==> config.mk <==
export PLATFORM = sky130hd
export DESIGN_NAME = swi_conditioner
export DESIGN_NICKNAME = d
export VERILOG_FILES = /design/src/rtl/swi_conditioner.sv
export SDC_FILE = /design/constraint.sdc
export NUM_CORES = 1
export LEC_CHECK = 0
export CORE_AREA = 2 2 80 82
export CTS_BUF_LIST = sky130_fd_sc_hd__clkbuf_4
export CTS_CLUSTER_SIZE = 14
export DETAILED_ROUTE_END_ITERATION = 10
export DIE_AREA = 0 0 82 84
export PLACE_DENSITY = 0.64
export SLEW_MARGIN = 10
export SYNTH_ARGS = -nofsm -noshare
export SYNTH_HDL_FRONTEND = slang
export SYNTH_SLANG_ARGS = --single-unit
==> constraint.sdc <==
create_clock -name clk_2 -period 1.95 [get_ports clk_2]
set_input_delay 0.39 -clock clk_2 [delete_from_list [all_inputs] [get_ports clk_2]]
set_output_delay 0.39 -clock clk_2 [all_outputs]
set_load 0.005 [all_outputs]
==> src/rtl/swi_conditioner.sv <==
// Slide-switch input conditioner: per-bit 2-flop synchronizer, stability-count debouncer,
// registered rise/fall/change strobes and a wrapping change counter.
module swi_conditioner #(
    parameter int unsigned NBITS         = 8,
    parameter int unsigned STABLE_CYCLES = 3,
    parameter int unsigned NBITS_CNT     = 8
) (
    input  logic                 clk_2,
    input  logic                 reset_n,
    input  logic [NBITS-1:0]     SWI,
    output logic [NBITS-1:0]     swi_db,
    output logic [NBITS-1:0]     swi_rise,
    output logic [NBITS-1:0]     swi_fall,
    output logic                 swi_changed,
    output logic [NBITS_CNT-1:0] change_cnt
);

    localparam int unsigned    CW       = $clog2(STABLE_CYCLES + 1);
    localparam logic [CW-1:0]  CNT_LAST = CW'(STABLE_CYCLES - 1);

    logic [NBITS-1:0] sync1;
    logic [NBITS-1:0] sync2;
    logic [NBITS-1:0] accept;
    logic [CW-1:0]    cnt [NBITS];

    // A bit is accepted on the edge where it has differed for STABLE_CYCLES consecutive edges.
    always_comb begin
        accept = '0;
        for (int unsigned i = 0; i < NBITS; i++) begin
            accept[i] = (sync2[i] != swi_db[i]) && (cnt[i] == CNT_LAST);
        end
    end

    always_ff @(posedge clk_2 or negedge reset_n) begin
        if (!reset_n) begin
            sync1       <= '0;
            sync2       <= '0;
            swi_db      <= '0;
            swi_rise    <= '0;
            swi_fall    <= '0;
            swi_changed <= 1'b0;
            change_cnt  <= '0;
            for (int unsigned i = 0; i < NBITS; i++) begin
                cnt[i] <= '0;
            end
        end else begin
            sync1 <= SWI;
            sync2 <= sync1;
            for (int unsigned i = 0; i < NBITS; i++) begin
                if (sync2[i] == swi_db[i] || accept[i]) begin
                    cnt[i] <= '0;
                end else begin
                    cnt[i] <= cnt[i] + 1'b1;
                end
            end
            swi_db      <= swi_db ^ accept;
            swi_rise    <= accept & sync2;
            swi_fall    <= accept & ~sync2;
            swi_changed <= |accept;
            if (|accept) begin
                change_cnt <= change_cnt + 1'b1;
            end
        end
    end

endmodule

==> results.json <==
{
  "outcome": "completed",
  "critical_path.max_stage_delay_ps": 550,
  "worst_supply_voltage_drop_on_vdd_uv": 824.5,
  "timing.critical_path.cells": "clkdlybuf4s50_1",
  "num_io_pins": 43,
  "fin_setup_tns_ps": 0,
  "grt_overflow_total": 0,
  "htree_levels": 3,
  "layout-drive-gt1-share": 0.1140,
  "leakagePower_uw": 0.001379,
  "antenna_left": 0,
  "cap_viol_max_count": 0,
  "dr_pass1_iterations": 2,
  "die_h_um": 84,
  "standard_cell_rows": 29,
  "area.growth.synth_to_final_pct": 27.67,
  "post_detailed_routing_wire_length_um": 3506,
  "hold_end": "sync2[2]$_DFF_PN0_",
  "ys_async_sr_fraction": 1.000,
  "max_freq_mhz": 552.4,
  "initial_util": 0.3865,
  "synth_ff_type": "sky130_fd_sc_hd__dfrtp_1",
  "postCtsResizedCells": 0,
  "library_cell_contributing_the_largest_single_delay_on_the_critical_path": "sky130_fd_sc_hd__clkdlybuf4s50_1",
  "hp-class": "reg2reg",
  "setup_violators_final": 0,
  "clock-skew-final_ps": 9.982,
  "wl_per_cell_um": 11.50,
  "minimum_clock_period_ps": 1810,
  "crit_buf_inv": 1,
  "postSynthRegisterBits": 65,
  "setup.reg_to_reg.worst_slack_ps": 160,
  "worst_slew_margin_rel": 0.7203,
  "port_buffers": 42,
  "cts.clk_slew.worst_paths_ps": 100,
  "dieArea_um2": 6888,
  "worst_slack_ps": 139.8,
  "synth_top_cells_by_count": "sky130_fd_sc_hd__dfrtp_1, sky130_fd_sc_hd__inv_1, sky130_fd_sc_hd__nor3_1",
  "min_delay_path_depth": 0,
  "antenna_cells": 0,
  "dp_slack_ps": 161.4,
  "first_global_vias": 1309,
  "cell_internal_pwr_uw": 2706,
  "critical-path-top-delay-family": "buffers and inverters",
  "drtIter0Drc": 34,
  "yosys_warnings": 0,
  "crit_fanout": 6,
  "timing.setup.critical_path_class": "reg2out",
  "cts-hold-fix-buffers": 1,
  "fin_crit_sh": 0.9283,
  "required_time_reported_for_the_critical_path_endpoint_ps": 1560,
  "grtUsageTotal": 0.1181,
  "grt_setup_unrepaired": "false",
  "p_clk_frac": 0.186,
  "synthesis.nets": 187,
  "hp-start": "sync1[2]$_DFF_PN0_",
  "place_hpwl_um": 2457,
  "post_cts.repair.setup_buffers": 0,
  "netlist_top_cells_area": "sky130_fd_sc_hd__dfrtp_1, sky130_fd_sc_hd__ha_1, sky130_fd_sc_hd__xnor2_1",
  "routed_via_density": 4.469,
  "post-synth-top-area-fraction": 0.6904,
  "fin_nets": 242,
  "final_hold_viol_count": 0,
  "synthesis.area_per_instance_um2": 14.02,
  "place_congestion": 0.6613,
  "fp.coreArea_um2": 6096,
  "syn-instance-count": 168,
  "cts_num_sinks": 65,
  "synth-edff-count": 0,
  "clkLatencyLatePin_ps": 390,
  "ys_seq_area_frac": 0.6904,
  "initial_antenna_violation_count": 0,
  "yosys.area.top_type": "sky130_fd_sc_hd__dfrtp_1",
  "cts_tree": "done",
  "routed-via-count": 1363,
  "timing.rr.start": "cnt[2]$_DFF_PN0_",
  "critical_path_arrival_ps": 1420,
  "wire_length_of_the_first_global_routing_pass_um": 5913,
  "grt_start_max_net_pins": 49,
  "total_clock_buffers_created_by_cts": 9,
  "power.share.combinational": 0.321,
  "crit_path_start_kind": "flip-flop",
  "worstRegToRegCells": 6,
  "finalMaxSlewViolations": 0,
  "syn-cell-area_um2": 2356,
  "yosys.cell_count.top_type": "sky130_fd_sc_hd__dfrtp_1",
  "share_seq_of_total_power": 0.492,
  "switching_share_of_total_power": 0.3117,
  "post_synth_num_cell_types": 22,
  "die_width_um": 82,
  "cp-end-kind": "primary output",
  "count_of_unresolved_drc_violations_after_routing": 0,
  "power.switching_uw": 1225,
  "critical_path.reg2reg.endpoint": "change_cnt[1]$_DFFE_PN0P_",
  "worst_pin_slew_ps": 419.5,
  "power_density_nw_per_um2": 1307,
  "cts_root_buffer": "sky130_fd_sc_hd__clkbuf_4",
  "cts.path.max_buffers": 2
}
==> worst register-to-register path, delay by kind of cell (launching register included) <==
family	cells	cell delay, ps
adders and majority gates	1	230
buffers and inverters	1	50
DFF	1	360
muxes	1	340
and+or+nand+nor	3	700
==> cell usage in the layout, fill, tap and decap left out, types with 2 or more instances in the layout <==
cell type	instances
sky130_fd_sc_hd__and3_1	2
sky130_fd_sc_hd__and3b_1	4
sky130_fd_sc_hd__clkbuf_4	12
sky130_fd_sc_hd__clkdlybuf4s50_1	41
sky130_fd_sc_hd__clkinv_1	2
sky130_fd_sc_hd__dfrtp_1	65
sky130_fd_sc_hd__ha_1	9
sky130_fd_sc_hd__inv_1	16
sky130_fd_sc_hd__mux2_2	4
sky130_fd_sc_hd__nand2_1	6
sky130_fd_sc_hd__nand2b_1	3
sky130_fd_sc_hd__nand4_1	5
sky130_fd_sc_hd__nor2_1	11
sky130_fd_sc_hd__nor3_1	13
sky130_fd_sc_hd__nor3b_1	2
sky130_fd_sc_hd__o21ai_0	4
sky130_fd_sc_hd__o22a_1	2
sky130_fd_sc_hd__xnor2_1	11
sky130_fd_sc_hd__xor2_1	5
==> per-stage QoR <==
step | cell area [um2] | util | total power, uW | hold WS, ps | instances
finish | 3008 | 0.4934 | 3931 | 355.5 | 305
global route | 3008 | 0.4934 | 4228 | 357.2 | 305
CTS | 3008 | 0.4934 | 4007 | 357.2 | 305
detailed placement | 2888 | 0.4737 | 3253 | 334.7 | 288
global placement | 2888 | 0.4737 | 3218 | 332.8 | 288
floorplan | 2356 | - | 2667 | 94.41 | 168
==> logic make-up after synthesis <==
group / Yosys count / share of synthesized area
XOR/XNOR: 16 / 0.05948
buffers and inverters: 16 / 0.02549
adder cells (fa/ha/maj): 9 / 0.04780
AO/OA/AOI/OAI: 7 / 0.02124
flip-flops: 65 / 0.6904
multiplexers: 5 / 0.02549
AND/OR/NAND/NOR: 50 / 0.1301
==> power by group through the flow <==
stage | registers (uW) | clock network, uW | logic (uW)
6_report | 1930 | 733 | 1260
5_1_grt | 1980 | 832 | 1420
4_1_cts | 1940 | 771 | 1300
3_5_place_dp | 1960 | 0 | 1290
3_3_place_gp | 1960 | 0 | 1260
2_1_floorplan | 1940 | 0 | 730
==> cell type report <==
class / instances / area (um2)
fill: 548 / 3088
clock buffer: 12 / 90.09
sequential: 65 / 1627
clock inverter: 4 / 20.02
tap: 77 / 96.34
timing repair buffer: 44 / 445.4
inverter: 16 / 60.06
multi-input combinational: 87 / 669.4
==> worst max path at each step <==
| stage | from | end | slack (ps) | depth (start not counted) |
|---|---|---|---|---|
| 5_1_grt | change_cnt[0]$_DFFE_PN0P_ | change_cnt[0] | 50 | 1 |
| 2_1_floorplan | cnt[12]$_DFF_PN0_ | change_cnt[1]$_DFFE_PN0P_ | 270 | 6 |
| 6_report | change_cnt[0]$_DFFE_PN0P_ | change_cnt[0] | 140 | 1 |
| 4_1_cts | change_cnt[0]$_DFFE_PN0P_ | change_cnt[0] | 100 | 1 |
| 3_3_place_gp | cnt[12]$_DFF_PN0_ | change_cnt[1]$_DFFE_PN0P_ | 200 | 6 |
| 3_5_place_dp | cnt[2]$_DFF_PN0_ | change_cnt[1]$_DFFE_PN0P_ | 160 | 6 |
==> routing by layer <==
metal	track usage	vias to the layer above	routed length, um
met5	0	-	0
met4	0.09091	0	107
met1	0.1591	653	1703
met2	0.1582	29	1580
met3	0.03247	9	115
li1	-	672	-
Power figures use the tool's default switching activity.
